**src/rtl/mem_pkg.sv**
```systemverilog
// Shared memory-port types and the arbiter's default sizing.
package mem_pkg;

  typedef struct packed {
    logic        req;
    logic        we;
    logic [31:0] addr;
    logic [31:0] data;
    logic [3:0]  mask;
  } mem_h2d_t;

  typedef struct packed {
    logic        gnt;
    logic        valid;
    logic [31:0] data;
    logic        error;
  } mem_d2h_t;

  localparam int MEM_ARB_N         = 2;
  localparam int MEM_ARB_IDW       = (MEM_ARB_N > 1) ? $clog2(MEM_ARB_N) : 1;
  localparam int MEM_ARB_MAX_OUTST = 4;

  typedef logic [MEM_ARB_IDW-1:0] mem_arb_id_t;

endpackage

```
**src/rtl/mem_rsp_fifo.sv**
```systemverilog
// In-order FIFO of requester IDs, one entry per grant still waiting for its response.
module mem_rsp_fifo #(
  parameter int W     = 1,
  parameter int DEPTH = 4,
  localparam int CW   = $clog2(DEPTH + 1),
  localparam int PW   = (DEPTH > 1) ? $clog2(DEPTH) : 1
) (
  input  logic          clk,
  input  logic          rst,
  input  logic          push,
  input  logic [W-1:0]  wdata,
  input  logic          pop,
  output logic          full,
  output logic          empty,
  output logic [CW-1:0] count,
  output logic [W-1:0]  head
);

  logic [W-1:0]  slots [DEPTH];
  logic [PW-1:0] rd_ptr;
  logic [PW-1:0] wr_ptr;
  logic          do_push;
  logic          do_pop;

  assign full    = (count == CW'(DEPTH));
  assign empty   = (count == '0);
  assign do_push = push & ~full;
  assign do_pop  = pop & ~empty;
  assign head    = slots[rd_ptr];

  always_ff @(posedge clk) begin
    if (rst) begin
      rd_ptr <= '0;
      wr_ptr <= '0;
      count  <= '0;
    end else begin
      if (do_push) wr_ptr <= (wr_ptr == PW'(DEPTH - 1)) ? '0 : wr_ptr + 1'b1;
      if (do_pop)  rd_ptr <= (rd_ptr == PW'(DEPTH - 1)) ? '0 : rd_ptr + 1'b1;
      case ({do_push, do_pop})
        2'b10:   count <= count + 1'b1;
        2'b01:   count <= count - 1'b1;
        default: count <= count;
      endcase
    end
  end

  // Payload needs no reset: occupancy alone decides what is readable.
  always_ff @(posedge clk) begin
    if (do_push) slots[wr_ptr] <= wdata;
  end

endmodule

```
**src/rtl/mem_arbiter.sv**
```systemverilog
// Round-robin arbiter sharing one SRAM-style port between N requesters, routing
// in-order responses back through a FIFO of granted requester IDs.
module mem_arbiter
  import mem_pkg::*;
#(
  parameter int N        = MEM_ARB_N,
  parameter int MaxOutst = MEM_ARB_MAX_OUTST,
  localparam int IDW     = (N > 1) ? $clog2(N) : 1,
  localparam int CW      = $clog2(MaxOutst + 1)
) (
  input  logic          clk_i,
  input  logic          rst_i,
  input  mem_h2d_t      req_i [N],
  output mem_d2h_t      rsp_o [N],
  output mem_h2d_t      mem_o,
  input  mem_d2h_t      mem_i,
  output logic [CW-1:0] outst_o,
  output logic          rsp_err_o
);

  // Handshake: a command transfers on the cycle mem_o.req & mem_i.gnt; the
  // requester holds its fields until it sees gnt. Responses carry no ready:
  // each mem_i.valid is consumed the cycle it arrives by the oldest grant.

  logic [IDW-1:0] ptr;
  logic [IDW-1:0] winner;
  logic [IDW-1:0] idx;
  logic [IDW-1:0] head;
  logic           any_req;
  logic           accept;
  logic           pop;
  logic           fifo_full;
  logic           fifo_empty;

  // Scan downward so the lowest offset from ptr is assigned last and wins.
  always_comb begin
    any_req = 1'b0;
    winner  = '0;
    idx     = '0;
    for (int k = N - 1; k >= 0; k--) begin
      idx = IDW'((int'(ptr) + k) % N);
      if (req_i[idx].req) begin
        any_req = 1'b1;
        winner  = idx;
      end
    end
  end

  always_comb begin
    mem_o = '0;
    if (!rst_i && any_req && !fifo_full) mem_o = req_i[winner];
  end

  assign accept    = mem_o.req & mem_i.gnt;
  assign pop       = mem_i.valid & ~fifo_empty & ~rst_i;
  assign rsp_err_o = mem_i.valid & fifo_empty & ~rst_i;

  always_comb begin
    for (int i = 0; i < N; i++) begin
      rsp_o[i]     = '0;
      rsp_o[i].gnt = accept && (winner == IDW'(i));
      if (pop && (head == IDW'(i))) begin
        rsp_o[i].valid = 1'b1;
        rsp_o[i].data  = mem_i.data;
        rsp_o[i].error = mem_i.error;
      end
    end
  end

  always_ff @(posedge clk_i) begin
    if (rst_i)       ptr <= '0;
    else if (accept) ptr <= (winner == IDW'(N - 1)) ? '0 : winner + 1'b1;
  end

  mem_rsp_fifo #(
    .W    (IDW),
    .DEPTH(MaxOutst)
  ) u_rsp_fifo (
    .clk  (clk_i),
    .rst  (rst_i),
    .push (accept),
    .wdata(winner),
    .pop  (pop),
    .full (fifo_full),
    .empty(fifo_empty),
    .count(outst_o),
    .head (head)
  );

endmodule

```
**config.mk**
```make
export PLATFORM = sky130hd
export DESIGN_NAME = mem_arbiter
export DESIGN_NICKNAME = d
export VERILOG_FILES = /design/src/rtl/mem_pkg.sv /design/src/rtl/mem_rsp_fifo.sv /design/src/rtl/mem_arbiter.sv
export SDC_FILE = /design/constraint.sdc
export NUM_CORES = 1
export LEC_CHECK = 0
export CAP_MARGIN = 5
export CORE_AREA = 10 10 116 118
export DETAILED_ROUTE_END_ITERATION = 7
export DIE_AREA = 0 0 126 128
export GPL_TIMING_DRIVEN = 0
export PLACE_DENSITY = 0.82
export SYNTH_ARGS = -nofsm -noshare
export SYNTH_HDL_FRONTEND = slang
export SYNTH_HIERARCHICAL = 1
export SYNTH_SLANG_ARGS = --single-unit
export TNS_END_PERCENT = 1
```
**constraint.sdc**
```tcl
create_clock -name clk_i -period 2.6 [get_ports clk_i]
set_input_delay 0.52 -clock clk_i [delete_from_list [all_inputs] [get_ports clk_i]]
set_output_delay 0.52 -clock clk_i [all_outputs]
set_load 0.005 [all_outputs]
```
Word-level counts from Yosys, hierarchy flattened --
Memories as Yosys holds them, arrays and structs flattened. A register that Yosys moved wholly into a read port is not among the register bits. Index checks and enable logic that the tools add are counted.
Word-level totals: bits in latches 0, input bits 177, ROM bits 0, output and inout bits 144, memories 1, register bits after elaboration 8, word-level logic and storage cells 68, RAM bits 4
Memories:
- u_rsp_fifo.slots | depth 4, bits a word 1, rd ports 1, clocked after memory_dff 1, wr ports 1, RTL line mem_rsp_fifo.sv:19 | logic [W-1:0] slots [DEPTH];
Cells by class: divide/modulo/power cells 0, $add $sub $neg 6, reductions and logical operators 10, multiply operators 0, eq/ne operators 5, $lt $le $gt $ge 3, shifts and indexed selects 0, multiplexer cells 24, bitwise gates (word level) 15
Operators with widths (number):
- $mux 70 | 10
- $mux 34 | 2
- $mux 2 | 4
- $and 1x1->1 | 7
- $mux 1 | 7
- $eq 2x2->1 const B | 3
- $ge 2x2->1 const B | 3
- $logic_and 1x1->1 | 6
- $not 1->2 | 3
- $pmux 3 s2 | 1
- $not 1->1 | 5
- $add 2x1->2 const B | 2
- $add 3x1->3 const B | 1
- $eq 3x3->1 const B | 1
- $logic_not 3->1 | 1
- $sub 3x1->3 const B | 1
- $add 1x1->1 const B | 2
- $eq 2x1->1 const B | 1
- $logic_not 1->1 | 2
- $reduce_bool 2->1 | 1

Depth between registers and ports, before layout --
Gate-level depths: netlist (run 1).
word-level depth 16, depth in mapped cells 13, mapped depth without buffers 12

Hierarchy --
The synthesis (run 1) kept the hierarchy.
By module, submodules not included:
- mem_arbiter | cells an instance 338, sequential area each 20.0 um^2, instances 1, area an instance 1823.0 um^2
- mem_rsp_fifo | cells an instance 57, sequential area each 300.3 um^2, instances 1, area an instance 651.9 um^2

Worst setup path before layout (run 1) --
No wires, ideal clock.
path type input-to-reg, start point input port req_i[69] in the netlist's numbering, end point register u_rsp_fifo.count[2], arrival 2572 ps, required time 2530 ps, setup time 70 ps, buffers on the path 2, stages 13, slack -42 ps, cell sequence buf_2 or2_1 nand2_4 buf_2 nor2_1 nor2b_4 inv_1 ha_1 inv_1 fa_1 xor2_1 or3_1 a21oi_1
On the way: cells in the longest elaborated chain, start to end 14, elaborated cells between the ends (all ways) 23, classes of those cells eq/ne: 2; mux: 15; bitwise: 3; reduce/logical: 3
RTL lines:
- start, declared | RTL line mem_arbiter.sv:13 | input mem_h2d_t req_i [N],
- $mux 70 (not written as such) (3 in series) | RTL line mem_arbiter.sv:42 | if (req_i[idx].req) begin
- $mux 1 (2 in series) | RTL line mem_arbiter.sv:42
- $not 1->2 (not written as such) | RTL line mem_arbiter.sv:51 | if (!rst_i && any_req && !fifo_full) mem_o = req_i[winner];
- $mux 70 (not written as such) (3 in series) | RTL line mem_arbiter.sv:51
- $mux 70 * | RTL line mem_arbiter.sv:51
- $and 1x1->1 * | RTL line mem_arbiter.sv:54 | assign accept = mem_o.req & mem_i.gnt;
- named net accept | RTL line mem_arbiter.sv:30 | logic accept;
- $and 1x1->1 * | RTL line mem_rsp_fifo.sv:27 | assign do_push = push & ~full;
- $eq 2x1->1 / $eq 2x2->1 (equally long branches) | RTL line mem_rsp_fifo.sv:39 | case ({do_push, do_pop})
- $pmux 3 s2 / $reduce_bool 2->1 (equally long branches)
- end signal, assigned | RTL line mem_rsp_fifo.sv:40 | 2'b10: count <= count + 1'b1;
- end signal, assigned | RTL line mem_rsp_fifo.sv:41 | 2'b01: count <= count - 1'b1;
- end signal, assigned | RTL line mem_rsp_fifo.sv:42 | default: count <= count;
- end, declared | RTL line mem_rsp_fifo.sv:15 | output logic [CW-1:0] count,
Mark *: on every way through the listed nets, which the timed path passes. The rest lies on a longest branch. The select of a mux whose other input is x is not followed. A chain may end at the register's enable or synchronous reset.

==> results of run 1 <==
==> area by class of cell <==
class / count / area share (%)
Antenna cell: 1 / 0.0411
Buffer: 47 / 5.43
Clock buffer: 3 / 1.23
Clock inverter: 1 / 0.0617
Inverter: 10 / 0.617
Multi-Input combinational cell: 324 / 31.9
Sequential cell: 14 / 5.38
Tap cell: 143 / 2.94
Timing Repair Buffer: 323 / 52.4
==> cell usage in the layout (no fill, tap or decap), drive strengths merged, types with 3 or more instances in the layout <==
| cell | instances |
|---|---|
| nor3 | 3 |
| clkdlybuf4s50 | 256 |
| o21ai | 70 |
| dfxtp | 10 |
| ha | 6 |
| nand3 | 69 |
| dlymetal6s2s | 10 |
| clkdlybuf4s15 | 12 |
| clkbuf | 26 |
| nand2b | 3 |
| a21oi | 72 |
| dlygate4sd2 | 37 |
| and3 | 34 |
| and2 | 38 |
| edfxtp | 4 |
| buf | 32 |
| nor2 | 8 |
| inv | 10 |
==> critical path, cell delays in order <==
cell and delay (ps):
buf_2 170, inv_2 170, clkbuf_1 320, o21ai_0 210, a21oi_1 180, clkdlybuf4s50_1 520
==> power breakdown <==
part           total (mW)  internal (mW)  switching [mW]
clock network       0.288          0.203          0.0852
registers           0.239          0.231         0.00806
logic               0.795          0.481           0.314
==> path summary, 6_finish.rpt <==
path,endpoint,cells past startpoint
setup / recovery,mem_o[33],6
hold / removal,flip-flop,2
setup reg to reg,u_rsp_fifo/count[2],13
hold reg to reg,flip-flop,2
==> routing by layer <==
| metal | track usage (%) | vias up | share of wire (%) |
|---|---|---|---|
| met5 | 0 | - | 0 |
| met4 | 4.02 | 0 | 1.3 |
| met3 | 7.15 | 14 | 11 |
| li1 | - | 2069 | - |
| met2 | 35.6 | 223 | 52 |
| met1 | 20.5 | 1990 | 36 |
==> repair_timing <==
action,in CTS,in global routing
hold buffers,0,0
pin swaps,7,1
setup buffers,2,2
gates resized for setup,117,39
setup endpoints to repair,143,92
==> logic make-up (layout without fill, tap and decap cells) <==
kind of cell               Yosys count  after routing  synth area share [%]
AOI/OAI and AO/OA                  145            145                  30.2
xor gates and xnor gates             2              2                 0.708
adders and majority gates            7              7                  3.84
buffers and inverters               57            384                  10.6
DFF                                 14             14                  12.9
muxes                                4              4                  2.33
other                                0              1                     0
and+or+nand+nor                    166            166                  39.4
==> metrics by stage <==
stage,power [mW],instance area (um2),TNS [ps],utilization (%),setup WS [ps]
after floorplan,0.495,2480,0,-,17.1
after global placement,1.02,5850,-54360,52.1,-595
after detailed placement,1.02,5850,-56830,52.1,-631
after CTS,1.32,6000,-4770,53.4,-161
after global routing,1.41,6090,-2810,54.2,-115
final,1.32,6090,-18.6,54.2,-18.6
==> impl_metrics.toml, run 1 <==
[run_status]
status = "finished, violations left"
violations = "setup timing"

[logic_synthesis]
netlist.area_leader.share_pct = 14.4
synth.net_count = 579
synth_top_area_cell = "a21oi_1"
synth_ff_type = "dfxtp_1"
synth_top_cells_by_area = "a21oi_1, o21ai_0, nand3_1"
netlist_top_cells_count = "a21oi_1, o21ai_0, nand3_1, and2_1, and3_1"
synth_area_per_cell_um2 = 6.27
synthesis.area_um2 = 2470
synthDistinctLibCells = 37
synth-async-reset-ratio_pct = 0
ys_warn_count = 6
synthCells = 395
yosysSeqAreaShare_pct = 12.9
yosysMostFrequentCell = "a21oi_1"
synth-seq-cells = 14
synth_edf_count = 4

[timing]
hold_viol_final = 0
final.period_utilization_pct = 101
setup_slack_ps = -18.6
slew_headroom_pct = 70.8
fmax_mhz = 382
setup_viol = 1
hold_ws_ps = 492
worst_pin_slew_ps = 438
final_max_slew_viol_count = 0
fin_skew_ps = 2.55
rsz0062_at_grt = "true"
final.min_clock_period_ps = 2620

[critical_path]
arrival_ps = 2100
required_ps = 2080
r2r_slack_ps = 50
path_class = "primary input to output pin"
cp-start-kind = "primary input"
path_max_fanout = 10
startpoint = "req_i[69]"
crit_path_end_kind = "output pin"
timing.rr.start = "u_rsp_fifo/count[0]"

[floorplanning]
die_h_um = 128
rows = 39
core_um2 = 11200
dieArea_um2 = 16100
io_pins = 321
die_w_um = 126
start_util_pct = 22.1

[clock_network]
cts_sinks = 14
cts_buffer_depth = 2
clkTransAtPathRegs_ps = 40
htree_levels = 1
cts_root_buf = "clkbuf_16"
clk-insertion-delay-late_ps = 240
cts_made_buffers = 3
cts_tree = "done"

[power_and_ir_drop]
power_density_nw_per_um2 = 217
p_leak_nw = 2.65
peakVddDrop_mv = 0.161

[global_routing]
grt_remaining_overflow = 0
antenna_found_initial = 1
grt_use_total_pct = 19.3
grt_pass1_wl_mm = 25.4
grt_pass1_vias = 4463
grt_max_degree = 11

[routing]
drt-initial-drc-count = 244
vias_per_cell = 4.96
drc = 0
firstDrtPassIters = 5
avgRoutedWirePerCell_um = 19.7
drtAntennaViolNets = 0
routed_wl_mm = 17.0
via_count = 4296

[cells_and_area]
synthToLayoutAreaGrowth_pct = 146
fin_cells = 866
multi_input_area_um2 = 1940
drive_above_1_share_pct = 9.83
num-nets-final = 907
nFillCells = 1085
register_area_um2 = 328

[placed_design]
gp_congestion = 0.873
hpwl_mm = 14.4
dpl.cell_count = 857
io_buffers = 319

[min_path]
hold_start = "u_rsp_fifo/rd_ptr[0]"
hp-class = "flip-flop to flip-flop"

[job]
max_cap_viol_count = 0
No activity file was read; power rests on OpenSTA's default activity.
==> run 2: changes to the inputs <==
==> constraint.sdc (replaced) <==
create_clock -name clk_i -period 2.2 [get_ports clk_i]
set_input_delay 0.44 -clock clk_i [delete_from_list [all_inputs] [get_ports clk_i]]
set_output_delay 0.44 -clock clk_i [all_outputs]
set_load 0.005 [all_outputs]
==> run 2 against run 1 <==
Against the previous run: the flow still finishes with violations (setup timing); critical path depth increased by 1; worst setup slack got worse by 200 ps; flip-flop and latch count stayed put; largest cell class unchanged.
==> impl_metrics.toml, run 2 (synthesis gave the netlist of run 1 again) <==
[global_routing]
grt_use_met3_pct = 7.44
grt_use_total_pct = 20.0
grt_remaining_overflow = 0
grt_max_degree = 11
met1_usage_pct = 21.2
met2_usage_pct = 36.6
antenna_found_initial = 0
grt_pass1_vias = 4483
grt_pass1_wl_mm = 26.3
busiest_layer = "met2"

[clock_network]
cts_made_buffers = 3
cts_buffer_depth = 2
clkTransAtPathRegs_ps = 50
cts-hold-fix-buffers = 0
cts_tree = "done"
clk-insertion-delay-late_ps = 250
cts_sinks = 14
htree_levels = 1
cts_root_buf = "clkbuf_16"

[routing]
drc = 0
vias_per_cell = 4.99
via_count = 4454
drt-initial-drc-count = 203
avgRoutedWirePerCell_um = 20.3
routed_wl_mm = 18.1
firstDrtPassIters = 6
drtAntennaViolNets = 0

[placed_design]
io_buffers = 319
gp_congestion = 0.860
hpwl_mm = 14.3

[job]
max_cap_viol_count = 0

[timing]
final_max_slew_viol_count = 0
setup_viol = 63
slew_headroom_pct = 66.7
final.min_clock_period_ps = 2420
final.period_utilization_pct = 110
fmax_mhz = 413
hold_viol_final = 0
hold_ws_ps = 485
rsz0062_at_grt = "true"
finalSetupTns_ps = -7730
fin_skew_ps = 1.73
setup_slack_ps = -222
worst_pin_slew_ps = 499

[power_and_ir_drop]
p_switching_mw = 0.510
p_leak_nw = 3.10
power_density_nw_per_um2 = 258
p_int_mw = 1.12
peakVddDrop_mv = 0.191
pwr-share-seq_pct = 17.3
pwr-share-clk_pct = 21.4
switching_share_pct = 31.3
p_comb_share_pct = 61.4

[critical_path]
crit_path_end_kind = "output pin"
r2r_slack_ps = -140
path_max_fanout = 5
path_class = "flip-flop to output pin"
rr_worst_depth = 13
cp-start-kind = "flip-flop"
required_ps = 1760
arrival_ps = 1980

[floorplanning]
die_h_um = 128
start_util_pct = 22.1
rows = 39
io_pins = 321
die_w_um = 126
dieArea_um2 = 16100
core_um2 = 11200

[cells_and_area]
synthToLayoutAreaGrowth_pct = 155
drive_above_1_share_pct = 23.9
num-nets-final = 935
n_antenna_cell = 0
nFillCells = 1076
final_common_cell = "clkdlybuf4s50_1"
final_cell_mix = "clkdlybuf4s50_1, o21ai_0, nand3_1"

[run_status]
status = "finished, violations left"
violations = "setup timing"

[min_path]
hold_depth = 2
hp-class = "primary input to flip-flop"
[run 2: power groups by stage]
stage	Sequential [mW]	Clock (mW)	Combinational, mW
after global routing	0.281	0.360	1.08
after floorplan	0.286	0	0.301
final	0.281	0.347	0.999
after global placement	0.287	0	0.915
after detailed placement	0.288	0	0.922
after CTS	0.280	0.351	0.990
[run 2: worst paths after layout]
| path | start | to |
|---|---|---|
| worst max register to register | u_rsp_fifo/count[1] | u_rsp_fifo/count[2] |
| worst min register to register | u_rsp_fifo/wr_ptr[1] | u_rsp_fifo/wr_ptr[1] |
| worst max-delay path | u_rsp_fifo/slots[0] | rsp_o[48] |
| worst min-delay path | rst_i | ptr |
[run 2: layout make-up]
cell class                 count  area, um2  area share [%]
timing repair buffer         349       3240            51.5
multi-input combinational    326       2020            32.1
buffer                        47        404            6.42
sequential                    14        333            5.28
tap                          143        179            2.84
clock buffer                   3       75.1            1.19
inverter                      10       37.5           0.596
clock inverter                 1       3.75          0.0596
[run 2: routing by layer]
layer,vias up,share of wire [%]
met5,-,0
met4,0,1.9
met3,26,11
met2,247,52
met1,2056,35
li1,2125,-
[run 2: through the flow]
step / power (mW) / setup slack [ps] / utilization [%] / cell area (um2) / std cells
after floorplan: 0.587 / -231 / - / 2490 / 395
after global placement: 1.20 / -867 / 52.2 / 5860 / 857
after detailed placement: 1.21 / -909 / 52.2 / 5860 / 857
after CTS: 1.62 / -246 / 55.4 / 6210 / 890
after global routing: 1.72 / -306 / 56.1 / 6300 / 893
final: 1.63 / -222 / 56.1 / 6300 / 893
[run 2: repair_timing]
item	CTS	global route
setup endpoints to repair	143	130
pin swaps	25	8
gates resized for setup	315	95
cloned	9	0
setup buffers	20	3
[run 2: critical path, stage by stage, from the launching register on]
cell and delay, ps:
edfxtp_1 370, mux4_2 500, and2b_4 340, buf_6 110
buf_6 90, buf_4 100, and2_4 130, buf_6 80
==> run 3: changes to the inputs <==
--- a/config.mk
+++ b/config.mk
@@ -6,11 +6,12 @@
 export NUM_CORES = 1
 export LEC_CHECK = 0
 export CAP_MARGIN = 5
-export CORE_AREA = 10 10 116 118
+export CORE_AREA = 10 10 115 117
 export DETAILED_ROUTE_END_ITERATION = 7
-export DIE_AREA = 0 0 126 128
+export DIE_AREA = 0 0 125 127
 export GPL_TIMING_DRIVEN = 0
-export PLACE_DENSITY = 0.82
+export PLACE_DENSITY = 0.8
+export SKIP_CTS_REPAIR_TIMING = 1
 export SYNTH_ARGS = -nofsm -noshare
 export SYNTH_HDL_FRONTEND = slang
 export SYNTH_HIERARCHICAL = 1
==> constraint.sdc (replaced) <==
create_clock -name clk_i -period 2.6 [get_ports clk_i]
set_input_delay 0.52 -clock clk_i [delete_from_list [all_inputs] [get_ports clk_i]]
set_output_delay 0.52 -clock clk_i [all_outputs]
set_load 0.005 [all_outputs]
==> run 3 against run 2 <==
Against the previous run: the run still ends with setup timing left; global-route usage shrank 0.55 points; final area shrank 1.5%; flip-flop and latch count is the same; combinational power shrank 20%; cell count shrank 3.1%; die area shrank 1.6%; routed wire length shrank 4.3%; via count shrank 2.4%; hold slack gained 27 ps; critical path depth shrank 1; clock skew grew 1.4 ps; total power shrank 18%; critical endpoint is now rsp_o[10].
==> impl_metrics.toml, run 3 (synthesis gave the netlist of run 1 again) <==
[run_status]
status = "finished, violations left"
violations = "setup timing"

[power_and_ir_drop]
power_density_nw_per_um2 = 215
pwr-share-clk_pct = 21.7
peakVddDrop_mv = 0.202
p_comb_share_pct = 60.3
pwr-share-seq_pct = 18.0
switching_share_pct = 30.8
p_switching_mw = 0.410
p_int_mw = 0.921
p_leak_nw = 3.36

[cells_and_area]
nFillCells = 1003
final_util_pct = 55.8
num-nets-final = 906
drive_above_1_share_pct = 8.88
register_area_um2 = 324
final_cell_mix = "clkdlybuf4s50_1, o21ai_0, nand3_1"
multi_input_area_um2 = 1930
synthToLayoutAreaGrowth_pct = 151
final_common_cell = "clkdlybuf4s50_1"

[critical_path]
path_class = "primary input to output pin"
crit_path_end_kind = "output pin"
timing.rr.start = "u_rsp_fifo/count[2]"
path_max_fanout = 10
rr_worst_depth = 13
r2r_slack_ps = -30
required_ps = 2080
cp-start-kind = "primary input"
arrival_ps = 2200
r2r_end = "u_rsp_fifo/count[2]"

[clock_network]
htree_levels = 1
cts_root_buf = "clkbuf_16"
cts_tree = "done"
cts_sinks = 14
cts_buffer_depth = 2
clk-insertion-delay-late_ps = 240
clkTransAtPathRegs_ps = 40
cts_made_buffers = 3

[global_routing]
grt_pass1_wl_mm = 25.8
grt_remaining_overflow = 0
grt_pass1_vias = 4571
grt_max_degree = 11
antenna_found_initial = 1
grt_use_total_pct = 19.4

[routing]
firstDrtPassIters = 8
wl_met1_mm = 6.42
drt-initial-drc-count = 228
drc = 0
via_count = 4349
routed_wl_mm = 17.3
drtAntennaViolNets = 0
vias_per_cell = 5.03
wl_met3_mm = 1.77
top_layer_used = "met4"
avgRoutedWirePerCell_um = 20.0
wl_met2_mm = 8.81

[floorplanning]
core_um2 = 11100
io_pins = 321
rows = 39
die_w_um = 125
die_h_um = 127
dieArea_um2 = 15900
start_util_pct = 22.2

[min_path]
hold_depth = 2
hp-class = "flip-flop to flip-flop"
hold_start = "u_rsp_fifo/rd_ptr[0]"

[timing]
final.min_clock_period_ps = 2720
hold_viol_final = 0
fin_skew_ps = 3.16
final.period_utilization_pct = 105
setup_viol = 15
final_max_slew_viol_count = 0
fmax_mhz = 368
rsz0062_at_grt = "true"
slew_headroom_pct = 71.2
setup_slack_ps = -121
worst_pin_slew_ps = 431

[placed_design]
post-place-ws_ps = -754
hpwl_mm = 14.6
gp_congestion = 0.992
io_buffers = 319

[job]
max_cap_viol_count = 0
[run 3: cell types whose count changed in the layout (fill, tap and decap cells not counted), moves of 19 or more]
cell	change
clkdlybuf4s50_1	+54
dlymetal6s2s_1	+35
buf_2	-24
buf_4	-21
buf_6	-19
dlygate4sd2_1	-20
[run 3: area by class of cell]
type	count	share of cell area (%)
Antenna cell	1	0.0403
Multi-Input combinational cell	324	31.1
Sequential cell	14	5.22
Timing Repair Buffer	322	54.2
Tap cell	143	2.88
Buffer	47	4.64
Clock inverter	1	0.0605
Inverter	10	0.605
Clock buffer	3	1.21
[run 3: worst max path at each step]
stage / endpoint / slack (ps) / startpoint / cells past startpoint
2_1_floorplan: u_rsp_fifo/count[2] / 20 / req_i[69] / 13
3_3_place_gp: u_rsp_fifo/count[2] / -600 / rst_i / 11
3_5_place_dp: u_rsp_fifo/count[2] / -750 / rst_i / 11
4_1_cts: rsp_o[41] / -560 / rst_i / 6
5_1_grt: rsp_o[10] / -220 / mem_i[33] / 6
6_report: rsp_o[10] / -120 / mem_i[33] / 6
[run 3: critical path, cell delays in order]
cell             delay [ps]
clkdlybuf4s50_1         470
nor3b_4                 210
buf_6                   160
buf_6                   130
and3_1                  160
clkdlybuf4s50_1         550
[run 3: power groups by stage]
stage | Sequential [mW] | Combinational (mW) | Clock [mW]
finish | 0.240 | 0.803 | 0.288
global route | 0.241 | 0.867 | 0.306
CTS | 0.240 | 0.784 | 0.293
detailed placement | 0.243 | 0.779 | 0
global placement | 0.243 | 0.761 | 0
floorplan | 0.242 | 0.253 | 0
[run 3: per-stage QoR]
| step | hold slack, ps | instance area (um2) | std cells | power, mW | setup TNS [ps] |
|---|---|---|---|---|---|
| after detailed placement | 512 | 5850 | 857 | 1.02 | -61590 |
| after global placement | 477 | 5850 | 857 | 1.00 | -52940 |
| after CTS | 517 | 5930 | 861 | 1.32 | -61070 |
| after global routing | 551 | 6200 | 865 | 1.41 | -6070 |
| after floorplan | 468 | 2480 | 395 | 0.495 | 0 |
| final | 513 | 6200 | 865 | 1.33 | -550 |
[run 3: layer usage]
layer	track usage [%]	up-vias
met2	36.6	261
met1	20.4	1991
met5	0	-
met4	4.13	0
met3	6.87	29
li1	-	2068
